## src/rtl/dmem_seq_pkg.sv

```systemverilog
// Shared types and constants for the byte-sequenced data-memory arbiter.
package dmem_seq_pkg;

  typedef enum logic [1:0] {
    S_IDLE   = 2'd0,
    S_ACCESS = 2'd1,
    S_FINISH = 2'd2,
    S_DONE   = 2'd3
  } state_t;

  localparam int BEATS  = 4;
  localparam int BEAT_W = 2;
  localparam logic [BEAT_W-1:0] LAST_BEAT = 2'(BEATS - 1);

  localparam logic P_CPU = 1'b0;
  localparam logic P_LDR = 1'b1;

  // Big-endian beat order: beat 0 carries the most significant byte.
  function automatic logic [7:0] be_byte(input logic [31:0] w, input logic [BEAT_W-1:0] k);
    case (k)
      2'd0:    return w[31:24];
      2'd1:    return w[23:16];
      2'd2:    return w[15:8];
      default: return w[7:0];
    endcase
  endfunction

endpackage

```

## src/rtl/dmem_seq_arbiter_rr_arb2.sv

```systemverilog
// Two-requester round-robin arbiter: combinational one-hot grant, registered last winner.
module rr_arb2
  import dmem_seq_pkg::*;
(
  input  logic       clk,
  input  logic       rst,
  input  logic [1:0] req,
  input  logic       upd,
  output logic [1:0] gnt
);

  logic last;

  always_comb begin
    gnt = 2'b00;
    case (req)
      2'b01:   gnt = 2'b01;
      2'b10:   gnt = 2'b10;
      2'b11:   gnt = (last == P_LDR) ? 2'b01 : 2'b10;
      default: gnt = 2'b00;
    endcase
  end

  // Reset to the loader so the CPU wins the first tie.
  always_ff @(posedge clk) begin
    if (!rst) begin
      last <= P_LDR;
    end else if (upd && (|req)) begin
      last <= gnt[1];
    end
  end

endmodule

```

## src/rtl/dmem_seq_arbiter.sv

```systemverilog
// Shares a 256x8 single-port memory between two 32-bit requesters, one word as four
// big-endian byte beats per transaction; 7 cycles per word, all outputs registered.
module dmem_seq_arbiter
  import dmem_seq_pkg::*;
#(
  parameter int MEM_AW = 8,
  parameter int DATA_W = 32
) (
  input  logic              clk,
  input  logic              rst,
  input  logic              req0,
  input  logic              req1,
  input  logic              we0,
  input  logic              we1,
  input  logic [31:0]       addr0,
  input  logic [31:0]       addr1,
  input  logic [DATA_W-1:0] wdata0,
  input  logic [DATA_W-1:0] wdata1,
  output logic              gnt0,
  output logic              gnt1,
  output logic              done0,
  output logic              done1,
  output logic [DATA_W-1:0] rdata,
  output logic [MEM_AW-1:0] mem_addr,
  output logic [7:0]        mem_wdata,
  output logic              mem_we,
  output logic              mem_re,
  input  logic [7:0]        mem_rdata
);

  state_t              state;
  logic [BEAT_W-1:0]   beat;
  logic [BEAT_W-1:0]   beat_nx;
  logic                id_q;
  logic                we_q;
  logic [MEM_AW-1:0]   base_q;
  logic [DATA_W-1:0]   wdata_q;
  logic                re_d;
  logic [BEAT_W-1:0]   idx_d;

  logic [1:0]          arb_gnt;
  logic                we_sel;
  logic [31:0]         addr_sel;
  logic [DATA_W-1:0]   wdata_sel;
  logic [MEM_AW-1:0]   base_sel;
  logic                unused_addr;

  rr_arb2 u_arb (
    .clk (clk),
    .rst (rst),
    .req ({req1, req0}),
    .upd (state == S_IDLE),
    .gnt (arb_gnt)
  );

  assign we_sel    = arb_gnt[1] ? we1    : we0;
  assign addr_sel  = arb_gnt[1] ? addr1  : addr0;
  assign wdata_sel = arb_gnt[1] ? wdata1 : wdata0;
  assign base_sel  = {addr_sel[MEM_AW-1:2], 2'b00};
  assign beat_nx   = beat + 1'b1;

  assign unused_addr = ^{addr0[31:MEM_AW], addr0[1:0], addr1[31:MEM_AW], addr1[1:0],
                         addr_sel[31:MEM_AW], addr_sel[1:0]};

  always_ff @(posedge clk) begin
    if (!rst) begin
      state     <= S_IDLE;
      beat      <= '0;
      id_q      <= P_CPU;
      we_q      <= 1'b0;
      base_q    <= '0;
      wdata_q   <= '0;
      re_d      <= 1'b0;
      idx_d     <= '0;
      gnt0      <= 1'b0;
      gnt1      <= 1'b0;
      done0     <= 1'b0;
      done1     <= 1'b0;
      rdata     <= '0;
      mem_addr  <= '0;
      mem_wdata <= '0;
      mem_we    <= 1'b0;
      mem_re    <= 1'b0;
    end else begin
      gnt0   <= 1'b0;
      gnt1   <= 1'b0;
      done0  <= 1'b0;
      done1  <= 1'b0;
      mem_we <= 1'b0;
      mem_re <= 1'b0;

      // Memory returns a byte one cycle after the strobe; land it the cycle after that.
      re_d  <= mem_re;
      idx_d <= beat;
      if (re_d) begin
        case (idx_d)
          2'd0:    rdata[31:24] <= mem_rdata;
          2'd1:    rdata[23:16] <= mem_rdata;
          2'd2:    rdata[15:8]  <= mem_rdata;
          default: rdata[7:0]   <= mem_rdata;
        endcase
      end

      case (state)
        S_IDLE: begin
          if (|arb_gnt) begin
            id_q      <= arb_gnt[1];
            we_q      <= we_sel;
            base_q    <= base_sel;
            wdata_q   <= wdata_sel;
            gnt0      <= arb_gnt[0];
            gnt1      <= arb_gnt[1];
            beat      <= '0;
            mem_addr  <= base_sel;
            mem_we    <= we_sel;
            mem_re    <= !we_sel;
            mem_wdata <= be_byte(wdata_sel, '0);
            state     <= S_ACCESS;
          end
        end
        S_ACCESS: begin
          if (beat == LAST_BEAT) begin
            state <= S_FINISH;
          end else begin
            beat      <= beat_nx;
            mem_addr  <= base_q + MEM_AW'(beat_nx);
            mem_we    <= we_q;
            mem_re    <= !we_q;
            mem_wdata <= be_byte(wdata_q, beat_nx);
          end
        end
        S_FINISH: begin
          done0 <= (id_q == P_CPU);
          done1 <= (id_q == P_LDR);
          state <= S_DONE;
        end
        default: begin
          state <= S_IDLE;
        end
      endcase
    end
  end

endmodule
```

## config.mk

```make
export PLATFORM = sky130hd
export DESIGN_NAME = dmem_seq_arbiter
export DESIGN_NICKNAME = d
export VERILOG_FILES = /design/src/rtl/dmem_seq_pkg.sv /design/src/rtl/dmem_seq_arbiter_rr_arb2.sv /design/src/rtl/dmem_seq_arbiter.sv
export SDC_FILE = /design/constraint.sdc
export NUM_CORES = 1
export LEC_CHECK = 0
export CORE_ASPECT_RATIO = 0.6
export CORE_MARGIN = 1.5
export CORE_UTILIZATION = 40
export DETAILED_ROUTE_END_ITERATION = 6
export HOLD_SLACK_MARGIN = 0.08
export PLACE_DENSITY = 0.83
export SLEW_MARGIN = 30
export SYNTH_ARGS = -nofsm -noshare
export SYNTH_HDL_FRONTEND = slang
export SYNTH_HIERARCHICAL = 1
export SYNTH_SLANG_ARGS = --single-unit
export TNS_END_PERCENT = 50
```

## constraint.sdc

```tcl
create_clock -name clk -period 4.1 [get_ports clk]
set_clock_uncertainty 0.15 [all_clocks]
set_input_delay 0.82 -clock clk [delete_from_list [all_inputs] [get_ports clk]]
set_output_delay 0.82 -clock clk [all_outputs]
set_load 0.005 [all_outputs]
```

# After elaboration in Yosys (flattened, before gate mapping)
# Cells that the tools add are included.
[word_totals]
ff_bits = 102
inputBits = 142
output_inout_bits = 54
[classes]
add_sub_neg = 2
eq_ne = 13
muxes = 24
n_bitwise = 2
reduce_logical = 19
[op_table]
columns = ["operator", "n"]
rows = [
  ["$mux 8", 5],
  ["$mux 32", 1],
  ["$pmux 8 s2", 2],
  ["$pmux 8 s3", 1],
  ["$reduce_and 2->1", 7],
  ["$eq 2x2->1 const B", 6],
  ["$pmux 2 s3", 2],
  ["$mux 2", 5],
  ["$add 8x2->8", 1],
  ["$eq 2x1->1 const B", 4],
  ["$logic_not 2->1", 3],
  ["$ne 2x2->1 const B", 3],
  ["$reduce_and 3->1", 2],
  ["$mux 1", 5],
  ["$pmux 1 s2", 2],
  ["$pmux 2 s2", 1],
  ["$reduce_or 2->1", 2],
  ["$reduce_or 3->1", 1],
  ["$add 2x1->2 const B", 1],
  ["$logic_not 1->1", 2],
  ["$not 1->1", 2],
  ["$reduce_bool 2->1", 1],
  ["$logic_and 1x1->1", 1],
]

# Depth between registers and ports, before layout
[logic_depth]
depth_word = 6
mapped_depth = 8

# Hierarchy
# Netlist, hierarchy kept.
[by_module_without_submodules]
columns = ["mod", "n_inst", "cells_each", "area_each_um2", "seq_area_each_um2"]
rows = [
  ["dmem_seq_arbiter", 1, 447, 4235.3, 1981.9],
  ["rr_arb2", 1, 7, 58.8, 20.0],
]

# Worst setup path before layout
# OpenSTA, ideal clock, no wires.
[synth_timing]
kind = "in2reg"
startpoint = "input req0"
endpoint = "register mem_wdata[7]"
setup_time_ps = 74
arrival_time_ps = 2285
slack_ps = 1590
path_stages = 6
path_buffers = 1
path_cell_list = "a21boi_0 -> nor3b_4 -> a211o_4 -> buf_6 -> or3_1 -> a31oi_1"
[synth_via]
elab_chain_cells = 5
elab_cells_between_ends = 10
classes_between = "4 x eq/ne; 4 x mux; 2 x reduce/logical"
[synth_lines]
columns = ["item", "line_no", "text"]
rows = [
  ["start: declaration", "dmem_seq_arbiter.sv:11", "input logic req0,"],
  ["$eq 2x2->1 / $eq 2x1->1 (equally long branches)", "dmem_seq_arbiter_rr_arb2.sv:16", "case (req)"],
  ["$pmux 2 s3 *", "dmem_seq_arbiter_rr_arb2.sv:16", ""],
  ["$mux 32 / $reduce_or 2->1 (equally long branches)", "dmem_seq_arbiter.sv:58, dmem_seq_arbiter.sv:106", ""],
  ["$mux 8 / $ne 2x2->1 (equally long branches)", "--", ""],
  ["$pmux 8 s2 / $reduce_and 3->1 (equally long branches)", "--", ""],
  ["end signal: assignment", "dmem_seq_arbiter.sv:117", "mem_wdata <= be_byte(wdata_sel, '0);"],
  ["end signal: assignment", "dmem_seq_arbiter.sv:129", "mem_wdata <= be_byte(wdata_q, beat_nx);"],
  ["end: declaration", "dmem_seq_arbiter.sv:25", "output logic [7:0] mem_wdata,"],
]
# Mark *: on every way between the ends. The rest lies on a longest branch, timed or not. The select of a mux whose other input is x is not followed.
# A chain may end at the register's enable or synchronous reset.

# Worst setup path after layout
[layout_timing]
startpoint = "input rst"
endpoint = "register base_q[6]"
[layout_lines]
columns = ["item", "line_no", "text"]
rows = [
  ["start: declaration", "dmem_seq_arbiter.sv:10", "input logic rst,"],
  ["end signal: assignment", "dmem_seq_arbiter.sv:109", "base_q <= base_sel;"],
  ["end: declaration", "dmem_seq_arbiter.sv:36", "logic [MEM_AW-1:0] base_q;"],
]
# No word-level cell between the ends.

==> results.py <==
metrics = {
    "grt": {
        "grt_max_degree": 77,
        "antenna_found_initial": 0,
        "grt_use_total_pct": 20.71,
        "grt_pass1_vias": 3592,
        "grt_pass1_wl_mm": 18.50,
        "grt-ovfl-total": 0,
    },
    "setup_path": {
        "path_cells": "clkdlybuf4s50_1 -> buf_4 -> clkinv_2 -> buf_4 -> a211oi_1",
        "crit_slowest_cell": "clkinv_2",
        "max_stage_delay_ps": 660,
        "r2r-start": "state[1]",
        "r2r-end": "mem_wdata[5]",
        "reg2reg_depth": 6,
        "critPathKind": "in2reg",
        "worstPathMaxFanout": 57,
        "reg2reg_slack_ps": 1690,
        "worstSetupEndpointType": "flop",
        "cp.arrival_ps": 2890,
        "crit_required_ps": 4200,
        "cp-start-kind": "primary input",
        "cpMostUsedCell": "buf_4",
    },
    "power_and_ir_drop": {
        "seq_power_share_pct": 38.6,
        "switching_power_uw": 1220,
        "internal_power_uw": 2369,
        "power_switching_share_pct": 33.99,
        "vdd_ir_drop_max_mv": 0.3050,
        "power.leakage_uw": 0.002540,
        "clkPwrFrac_pct": 25.9,
        "comb_power_share_pct": 35.6,
        "power-per-cell-area_nw_per_um2": 580.8,
    },
    "sta": {
        "setup_viol": 0,
        "tns_ps": 0,
        "hold_viol": 0,
        "setup_ws_ps": 1306,
        "max_freq_ghz": 0.3579,
        "rsz0062_at_grt": "false",
        "worst_pin_slew_ps": 758.9,
        "slew_headroom_pct": 49.35,
        "fin_crit_ps": 2794,
        "finalMaxSlewViolations": 0,
        "fin_crit_sh_pct": 68.15,
    },
    "synth": {
        "yosysSeqAreaShare_pct": 46.62,
        "ys_warn_count": 6,
        "synth-seq-cells": 100,
        "syn_nets": 603,
        "syn_inst": 454,
        "avgSynthCellArea_um2": 9.458,
        "syn_area_um2": 4294,
        "yosysUniqueCellTypes": 34,
    },
    "cells_and_area": {
        "drive_above_1_share_pct": 5.641,
        "nets": 729,
        "diodes": 0,
        "layout_common_cells": "clkdlybuf4s50_1, dfxtp_1, mux2i_1",
        "nFillCells": 866,
        "area_delta_synth_final_pct": 43.88,
        "final_common_cell": "clkdlybuf4s50_1",
    },
    "placed_design": {
        "io_buffers": 143,
        "dp_hpwl_mm": 8.325,
        "dp_slack_ps": 1056,
        "place_congestion": 0.8162,
    },
    "clock_network": {
        "clk_latency_ps": 340,
        "htree_levels": 3,
        "cts.clk_slew.worst_paths_ps": 60,
        "cts_root_buf": "clkbuf_16",
        "post_cts_resized": 0,
        "clock_tree.buffer_depth": 2,
        "cts_tree": "yes",
        "cts.hold.buffers_added": 0,
        "cts_buffers": 9,
        "cts_setup_buffers": 0,
        "cts.sinks": 100,
    },
    "drt": {
        "vias": 3845,
        "drc": 0,
        "wl_per_cell_um": 16.17,
        "totalWireLength_mm": 11.70,
        "drt_iter0_markers": 381,
        "avgViaCountPerCell": 5.311,
        "antenna_left": 0,
        "drtPass1Iterations": 6,
    },
    "floorplan": {
        "initial_core_util_pct": 40.81,
        "ios": 196,
        "fp.dieH_um": 83.26,
        "core-area_um2": 10520,
        "rows": 29,
        "die_x_um": 136.8,
        "dieArea_um2": 11390,
    },
    "hold_path": {
        "holdCritPathClass": "reg2reg",
        "hp-start": "id_q",
        "holdPathStages": 1,
        "holdPathEnd": "done0",
    },
    "job": {
        "cap_violations": 0,
    },
    "status": {
        "status": "finished, final reports clean",
    },
}
per-stage QoR:
| step | instances | total power [uW] | hold WS (ps) | cell area, um^2 | util (%) |
|---|---|---|---|---|---|
| floorplan | 454 | 2159 | 252.5 | 4294 | - |
| global placement | 708 | 2603 | 273.9 | 5843 | 55.53 |
| detailed placement | 708 | 2660 | 289.2 | 5846 | 55.55 |
| CTS | 724 | 3599 | 298.6 | 6177 | 58.70 |
| global route | 724 | 3792 | 329.6 | 6178 | 58.72 |
| finish | 724 | 3588 | 300.6 | 6178 | 58.72 |
final cells by class:
cell class / count / area [um^2] / share of cell area, %
multi-input cells: 310 / 2123 / 34.37
flip-flops and latches: 100 / 2002 / 32.40
repair buffers: 151 / 1516 / 24.54
clock buffers: 10 / 239.0 / 3.868
well taps: 139 / 173.9 / 2.815
clock inverters: 6 / 92.59 / 1.499
inverters: 8 / 31.28 / 0.5063
worst max path at each step:
stage | cells past startpoint | from | slack, ps | endpoint
global route | 5 | rst | 1140 | base_q[3]
CTS | 7 | req0 | 1390 | mem_wdata[5]
global placement | 7 | req0 | 1100 | mem_wdata[5]
finish | 5 | rst | 1310 | base_q[6]
detailed placement | 7 | req0 | 1060 | mem_wdata[5]
floorplan | 6 | req0 | 1590 | mem_wdata[7]
registers in the layout, indices dropped and copies added, names as in the netlist:
| register | cells |
|---|---|
| done1 | 1 |
| re_d | 1 |
| gnt0 | 1 |
| mem_we | 1 |
| idx_d | 2 |
| mem_addr | 8 |
| we_q | 1 |
| base_q | 6 |
| done0 | 1 |
| id_q | 1 |
| mem_re | 1 |
| gnt1 | 1 |
| u_arb/last | 1 |
| mem_wdata | 8 |
| rdata | 32 |
| wdata_q | 32 |
| state | 2 |
critical path: cells and delay by family:
family,cells,cell delay [ps]
compound gates,1,210
buf+inv,4,1840
cells by family after synthesis:
group | after synthesis | share of synthesized area [%]
AO/OA/AOI/OAI | 93 | 16.35
AND/OR/NAND/NOR | 139 | 14.13
adder cells (fa/ha/maj) | 7 | 2.040
flip-flops | 100 | 46.62
buffers and inverters | 44 | 4.284
multiplexers | 71 | 16.58
power groups by stage:
stage	Combinational [uW]	Clock (uW)	Sequential [uW]
2_1_floorplan	806	0	1350
4_1_cts	1280	940	1380
5_1_grt	1410	981	1410
6_report	1280	928	1380
3_3_place_gp	1220	0	1380
3_5_place_dp	1260	0	1400
synth_stat cells, drive strengths merged:
| master | count | area (um^2) |
|---|---|---|
| inv | 8 | 30.03 |
| a222oi | 8 | 80.08 |
| a21oi | 12 | 60.06 |
| a211oi | 32 | 245.2 |
| ha | 7 | 87.58 |
| a21boi | 2 | 15.01 |
| mux2 | 1 | 11.26 |
| o211a | 8 | 80.08 |
| a31oi | 8 | 50.05 |
| o21a | 1 | 7.510 |
| nor2 | 64 | 240.2 |
| o311a | 1 | 10.01 |
| dfxtp | 100 | 2002 |
| o21ai | 11 | 58.81 |
| nor3b | 3 | 33.78 |
| nand3 | 2 | 10.01 |
| buf | 15 | 75.08 |
| nor2b | 8 | 50.05 |
| a211o | 1 | 17.52 |
| clkbuf | 21 | 78.83 |
| or3 | 8 | 50.05 |
| a22oi | 1 | 7.510 |
| nand2 | 47 | 176.4 |
| nand3b | 2 | 15.01 |
| and3 | 4 | 25.02 |
| and2 | 1 | 6.260 |
| mux2i | 70 | 700.7 |
| o2111ai | 8 | 70.07 |
layer usage:
metal | routed length [um] | global-route usage, % | up-vias | part of all wire [%]
li1 | - | - | 1865 | -
met1 | 5333 | 28.59 | 1783 | 46
met2 | 5139 | 32.12 | 176 | 44
met3 | 1019 | 4.823 | 21 | 8.7
met4 | 211 | 6.093 | 0 | 1.8
met5 | 0 | 0 | - | 0
No activity file was read; power rests on OpenSTA's default activity.
